===== src/rtl/hilo_muldiv_ctrl.sv =====
// hilo_muldiv_ctrl
//   Owns the architectural HI/LO pair. Runs MULT/MULTU as a 32-step
//   shift-add and DIV/DIVU as a 32-step restoring division, services
//   MTHI/MTLO/MFHI/MFLO, and stalls any request that arrives while an
//   operation is in flight.
// Ports:
//   clk          system clock (rising edge)
//   reset        asynchronous active-low reset
//   op_valid     request present this cycle
//   op           0 MULT, 1 MULTU, 2 DIV, 3 DIVU, 4 MTHI, 5 MTLO, 6 MFHI, 7 MFLO
//   rs_data      multiplicand / dividend / MTHI-MTLO source
//   rt_data      multiplier / divisor
//   stall        request cannot be accepted this cycle
//   busy         multiply/divide in flight
//   result       MFHI/MFLO read data (0 when not valid)
//   result_valid result carries accepted MFHI/MFLO data
//   hi, lo       architectural HI and LO
module hilo_muldiv_ctrl #(
    parameter int unsigned WIDTH = 32,
    parameter int unsigned ITER  = 32
) (
    input  logic             clk,
    input  logic             reset,
    input  logic             op_valid,
    input  logic [2:0]       op,
    input  logic [WIDTH-1:0] rs_data,
    input  logic [WIDTH-1:0] rt_data,
    output logic             stall,
    output logic             busy,
    output logic [WIDTH-1:0] result,
    output logic             result_valid,
    output logic [WIDTH-1:0] hi,
    output logic [WIDTH-1:0] lo
);

    localparam logic [2:0] OP_MULT  = 3'd0;
    localparam logic [2:0] OP_MULTU = 3'd1;
    localparam logic [2:0] OP_DIV   = 3'd2;
    localparam logic [2:0] OP_DIVU  = 3'd3;
    localparam logic [2:0] OP_MTHI  = 3'd4;
    localparam logic [2:0] OP_MTLO  = 3'd5;
    localparam logic [2:0] OP_MFHI  = 3'd6;
    localparam logic [2:0] OP_MFLO  = 3'd7;

    localparam int unsigned     CW   = $clog2(ITER);
    localparam logic [CW-1:0]   LAST = CW'(ITER - 1);

    typedef enum logic [1:0] {IDLE, MUL, DIV, FIX} state_t;

    state_t               state;
    logic [CW-1:0]        counter;
    logic [WIDTH-1:0]     a_reg;
    logic [WIDTH-1:0]     b_reg;
    // MUL: {partial product high, multiplier shifting out / product low}
    // DIV: {remainder, dividend shifting out / quotient shifting in}
    logic [2*WIDTH-1:0]   acc;
    logic                 neg_main;   // negate product or quotient
    logic                 neg_rem;    // negate remainder
    logic                 div_mode;

    logic                 accept;
    logic                 signed_op;
    logic [WIDTH-1:0]     rs_mag;
    logic [WIDTH-1:0]     rt_mag;
    logic [WIDTH:0]       mul_sum;
    logic [WIDTH:0]       div_shift;
    logic [WIDTH:0]       div_diff;
    logic [2*WIDTH-1:0]   prod_fixed;
    logic [WIDTH-1:0]     quo_fixed;
    logic [WIDTH-1:0]     rem_fixed;

    assign busy   = (state != IDLE);
    assign stall  = op_valid & busy;
    assign accept = op_valid & ~stall;

    always_comb begin
        signed_op = (op == OP_MULT) || (op == OP_DIV);
        rs_mag    = (signed_op && rs_data[WIDTH-1]) ? -rs_data : rs_data;
        rt_mag    = (signed_op && rt_data[WIDTH-1]) ? -rt_data : rt_data;
    end

    always_comb begin
        mul_sum    = {1'b0, acc[2*WIDTH-1:WIDTH]} + (acc[0] ? {1'b0, a_reg} : '0);
        div_shift  = {acc[2*WIDTH-1:WIDTH], acc[WIDTH-1]};
        // Bit WIDTH of the difference is set exactly when the trial subtract underflows.
        div_diff   = div_shift - {1'b0, b_reg};
        prod_fixed = neg_main ? -acc : acc;
        quo_fixed  = neg_main ? -acc[WIDTH-1:0] : acc[WIDTH-1:0];
        rem_fixed  = neg_rem ? -acc[2*WIDTH-1:WIDTH] : acc[2*WIDTH-1:WIDTH];
    end

    always_comb begin
        result_valid = reset & accept & ((op == OP_MFHI) || (op == OP_MFLO));
        result       = '0;
        if (result_valid) begin
            result = (op == OP_MFHI) ? hi : lo;
        end
    end

    always_ff @(posedge clk or negedge reset) begin
        if (!reset) begin
            state    <= IDLE;
            counter  <= '0;
            a_reg    <= '0;
            b_reg    <= '0;
            acc      <= '0;
            neg_main <= 1'b0;
            neg_rem  <= 1'b0;
            div_mode <= 1'b0;
            hi       <= '0;
            lo       <= '0;
        end else begin
            case (state)
                IDLE: begin
                    if (accept) begin
                        case (op)
                            OP_MULT, OP_MULTU: begin
                                a_reg    <= rs_mag;
                                b_reg    <= rt_mag;
                                acc      <= {{WIDTH{1'b0}}, rt_mag};
                                neg_main <= signed_op & (rs_data[WIDTH-1] ^ rt_data[WIDTH-1]);
                                neg_rem  <= 1'b0;
                                div_mode <= 1'b0;
                                counter  <= '0;
                                state    <= MUL;
                            end
                            OP_DIV, OP_DIVU: begin
                                a_reg    <= rs_mag;
                                b_reg    <= rt_mag;
                                acc      <= {{WIDTH{1'b0}}, rs_mag};
                                neg_main <= signed_op & (rs_data[WIDTH-1] ^ rt_data[WIDTH-1]);
                                neg_rem  <= signed_op & rs_data[WIDTH-1];
                                div_mode <= 1'b1;
                                counter  <= '0;
                                state    <= DIV;
                            end
                            OP_MTHI: hi <= rs_data;
                            OP_MTLO: lo <= rs_data;
                            default: ;
                        endcase
                    end
                end
                MUL: begin
                    acc     <= {mul_sum, acc[WIDTH-1:1]};
                    counter <= counter + 1'b1;
                    if (counter == LAST) begin
                        state <= FIX;
                    end
                end
                DIV: begin
                    if (!div_diff[WIDTH]) begin
                        acc <= {div_diff[WIDTH-1:0], acc[WIDTH-2:0], 1'b1};
                    end else begin
                        acc <= {div_shift[WIDTH-1:0], acc[WIDTH-2:0], 1'b0};
                    end
                    counter <= counter + 1'b1;
                    if (counter == LAST) begin
                        state <= FIX;
                    end
                end
                FIX: begin
                    if (div_mode) begin
                        // With a zero divisor every trial subtract succeeds, so the
                        // remainder ends as |rs| and sign-restores to rs itself.
                        hi <= rem_fixed;
                        lo <= (b_reg == '0) ? '1 : quo_fixed;
                    end else begin
                        {hi, lo} <= prod_fixed;
                    end
                    state <= IDLE;
                end
                default: state <= IDLE;
            endcase
        end
    end

endmodule


===== config.mk =====
export PLATFORM = sky130hd
export DESIGN_NAME = hilo_muldiv_ctrl
export DESIGN_NICKNAME = d
export VERILOG_FILES = /design/src/rtl/hilo_muldiv_ctrl.sv
export SDC_FILE = /design/constraint.sdc
export NUM_CORES = 1
export LEC_CHECK = 0
export CORE_MARGIN = 5
export CORE_UTILIZATION = 31
export DETAILED_ROUTE_END_ITERATION = 8
export GPL_ROUTABILITY_DRIVEN = 0
export PLACE_DENSITY = 0.46
export SLEW_MARGIN = 40
export SYNTH_ARGS = -nofsm -noshare
export SYNTH_HDL_FRONTEND = slang
export SYNTH_SLANG_ARGS = --single-unit
export TNS_END_PERCENT = 20

===== constraint.sdc =====
create_clock -name clk -period 5.1 [get_ports clk]
set_clock_uncertainty 0.1 [all_clocks]
set_input_delay 1.02 -clock clk [delete_from_list [all_inputs] [get_ports clk]]
set_output_delay 1.02 -clock clk [all_outputs]
set_load 0.1 [all_outputs]

==> run metrics <==
status=complete, no violations; Finished Core Util=a little under two fifths; Vias/cell=around 5.6; pwr dens=701 nW/um^2; first drt pass iteration count=7; cell with the most instances after synthesis=o21ai_0; clock sinks=~200; Die X-Extent=238 um; CP arrival=4.48 ns; static leakage=8.32 nW; endpoints failing setup=0; Fin Setup TNS=0 ns; top layer in use=met4; clock-pin slew on the worst setup and hold paths=approximately 0.060 ns; syn_area_per_cell=approximately 7.9 um^2; antenna cells=0; Post-synth top flop=dfrtp_1; DRT Wirelength=roughly 64000 um; hold-fix buffers at CTS=0; vias in the first global route=about 16000; Final Non-Filler Cells=2840; top cell type's share of synthesized area=between 30% and 40%; RSZ-0062 raised after global routing=no; area leader, netlist=dfrtp_1; Worst Setup End Kind=flop; Slew Limit Fails=0; site row count=a little over 80; CTS Root Cell=clkbuf_16; area grow syn2layout=20.3%; post-DP HPWL=50500 um; register area share after synthesis=between 30% and 40%; Yosys reg bits=about 200; Final Hold Viols=0; CP max FO=31; post-CTS setup buffers=0; CTS tree=yes; Area contributors post-synth=dfrtp_1 (31%), o21ai_0 (8.2%), nand2_1 (5.7%); Hold Crit Class=in2async; max cap viols=0; drt wl/cell=around 22 um; Vias=approximately 16000; # port buffers=roughly 170; Syn Inst Count=between 2000 and 2500; met3 routed WL=between 2000 and 3000 um; final worst-path cycle share=roughly 80%; max FFs per register=64; H-tree levels=1; post-CTS sizing=0; critical path class=reg2reg; Die Ht=about 240 um; nets=2291; Max-slew headroom=between 40% and 50%; core area=just over 50000 um^2; peak supply drop=between 0.0005 and 0.0006 V; WL met2=a little under 30000 um; Netlist Area Pre-Place=~16000 um^2; Ys Warns=0; largest net degree at the start of global routing=around 130; Die ar.=between 50000 and 60000 um^2; Worst-Margin Slew=a little under 0.9 ns; initial antenna violation count=0; Tmin final=between 4 and 5 ns; # placed instances=approximately 2800; Placed Area=18600 um^2; 1st-iter DRT viols=about 1300; Netlist cell types=71; FFs w/ async S/R, synth=between 90% and 100%; Biggest register=acc; Filler cells=about 5400; gr usage total=a little over a fifth; Worst setup SP type=flop; required time worst endpoint=5.45 ns; GRT overflow=0; first-pass GRT wire length=96600 um; total power=roughly 14 mW; starting density of the core=31.4%; share of cells above drive strength 1=10.1%; Routed Antenna Nets=0; io pins=around 170; clock tree buffer depth=3; Post-synth EDFFs=0; top post-synthesis cells by count=o21ai_0 (264), nand2_1 (247), dfrtp_1 (202), a21oi_1 (139), nor2_1 (139); Max Freq=~240 MHz; clock latency on the worst-skew pair=about 0.55 ns; Residual DRC=0; Reg2Reg Depth=13; wl on met1=29100 um; cts bufs inserted=25; fin area=just under 20000 um^2; Synth Net Count=around 2200
==> per-layer routing <==
| layer | up-vias | global-route usage (%) |
|---|---|---|
| li1 | 7602 | - |
| met1 | 7873 | 30.5 |
| met2 | 442 | 34.6 |
| met3 | 97 | 2.79 |
| met4 | 0 | 6.49 |
| met5 | - | 0 |
==> critical path: stages (launching register included) <==
cell	delay (ns)
dfrtp_1	0.63
inv_1	0.22
fa_1	0.49
nand2b_1	0.20
a21o_1	0.22
a21o_1	0.20
a2111oi_1	0.34
buf_4	0.21
o2111ai_1	0.11
o211ai_1	0.14
buf_4	0.41
and2_1	0.44
a22oi_1	0.16
o211ai_1	0.11
==> placed cells by master, fill, tap and decap left out, types with 17 or more instances in the layout <==
master / count
a21oi_1: 138
and2_1: 43
o211ai_1: 17
a22oi_1: 39
o21ai_0: 264
clkdlybuf4s50_1: 68
ha_1: 72
buf_12: 35
mux2i_1: 41
nand2b_1: 19
buf_4: 44
a21o_1: 21
xor2_1: 76
o22ai_1: 57
xnor2_1: 93
inv_1: 63
nor2_1: 139
nor3_1: 30
buf_2: 65
a31oi_1: 18
nand3_1: 37
dfrtp_1: 202
o31ai_1: 24
nand2_1: 246
clkbuf_16: 25
or4_1: 17
o41ai_1: 17
nor4_1: 23
==> path summary, 6_finish.rpt <==
check | from | endpoint | slack (ns)
hold / removal | reset | lo[4] | 0.21
setup reg to reg | acc[32] | acc[59] | 0.97
max in group asynchronous | reset | b_reg[11] | 3.21
hold reg to reg | a_reg[2] | a_reg[2] | 0.38
min in group clk | a_reg[2] | a_reg[2] | 0.38
setup / recovery | acc[32] | acc[59] | 0.97
==> kinds of logic (layout without fill, tap and decap cells) <==
logic type / after synthesis / in the layout / synth area share [%]
compound gates: 703 / 703 / 26.8
simple gates: 635 / 635 / 18.7
flops: 202 / 202 / 31.3
buf+inv: 201 / 323 / 4.72
xor+xnor: 169 / 169 / 9.17
fa+ha+maj: 76 / 76 / 5.98
mux: 52 / 52 / 3.31
==> power by group <==
group	leakage [nW]	switching, mW	total [mW]	internal [mW]
registers	2.53	0.905	3.23	2.33
clock network	0.400	0.753	1.86	1.11
logic	5.39	5.95	8.52	2.57
==> final cells by class <==
class                           instances  area [um^2]  area share [%]
Tap cell                              680          851            4.38
Timing Repair Buffer                  216         2090            10.7
Clock buffer                           33          666            3.43
Clock inverter                          9          145           0.747
Multi-Input combinational cell       1635        10400            53.4
Inverter                               65          244            1.26
Sequential cell                       202         5050            26.0
==> per-stage QoR <==
| stage | worst slack, ns | hold WS, ns |
|---|---|---|
| 2_1_floorplan | 0.980 | 0.342 |
| 3_3_place_gp | 0.585 | 0.360 |
| 3_5_place_dp | 0.573 | 0.363 |
| 4_1_cts | 1.00 | 0.189 |
| 5_1_grt | 0.748 | 0.198 |
| 6_report | 0.970 | 0.206 |
Power figures use the tool's default switching activity.
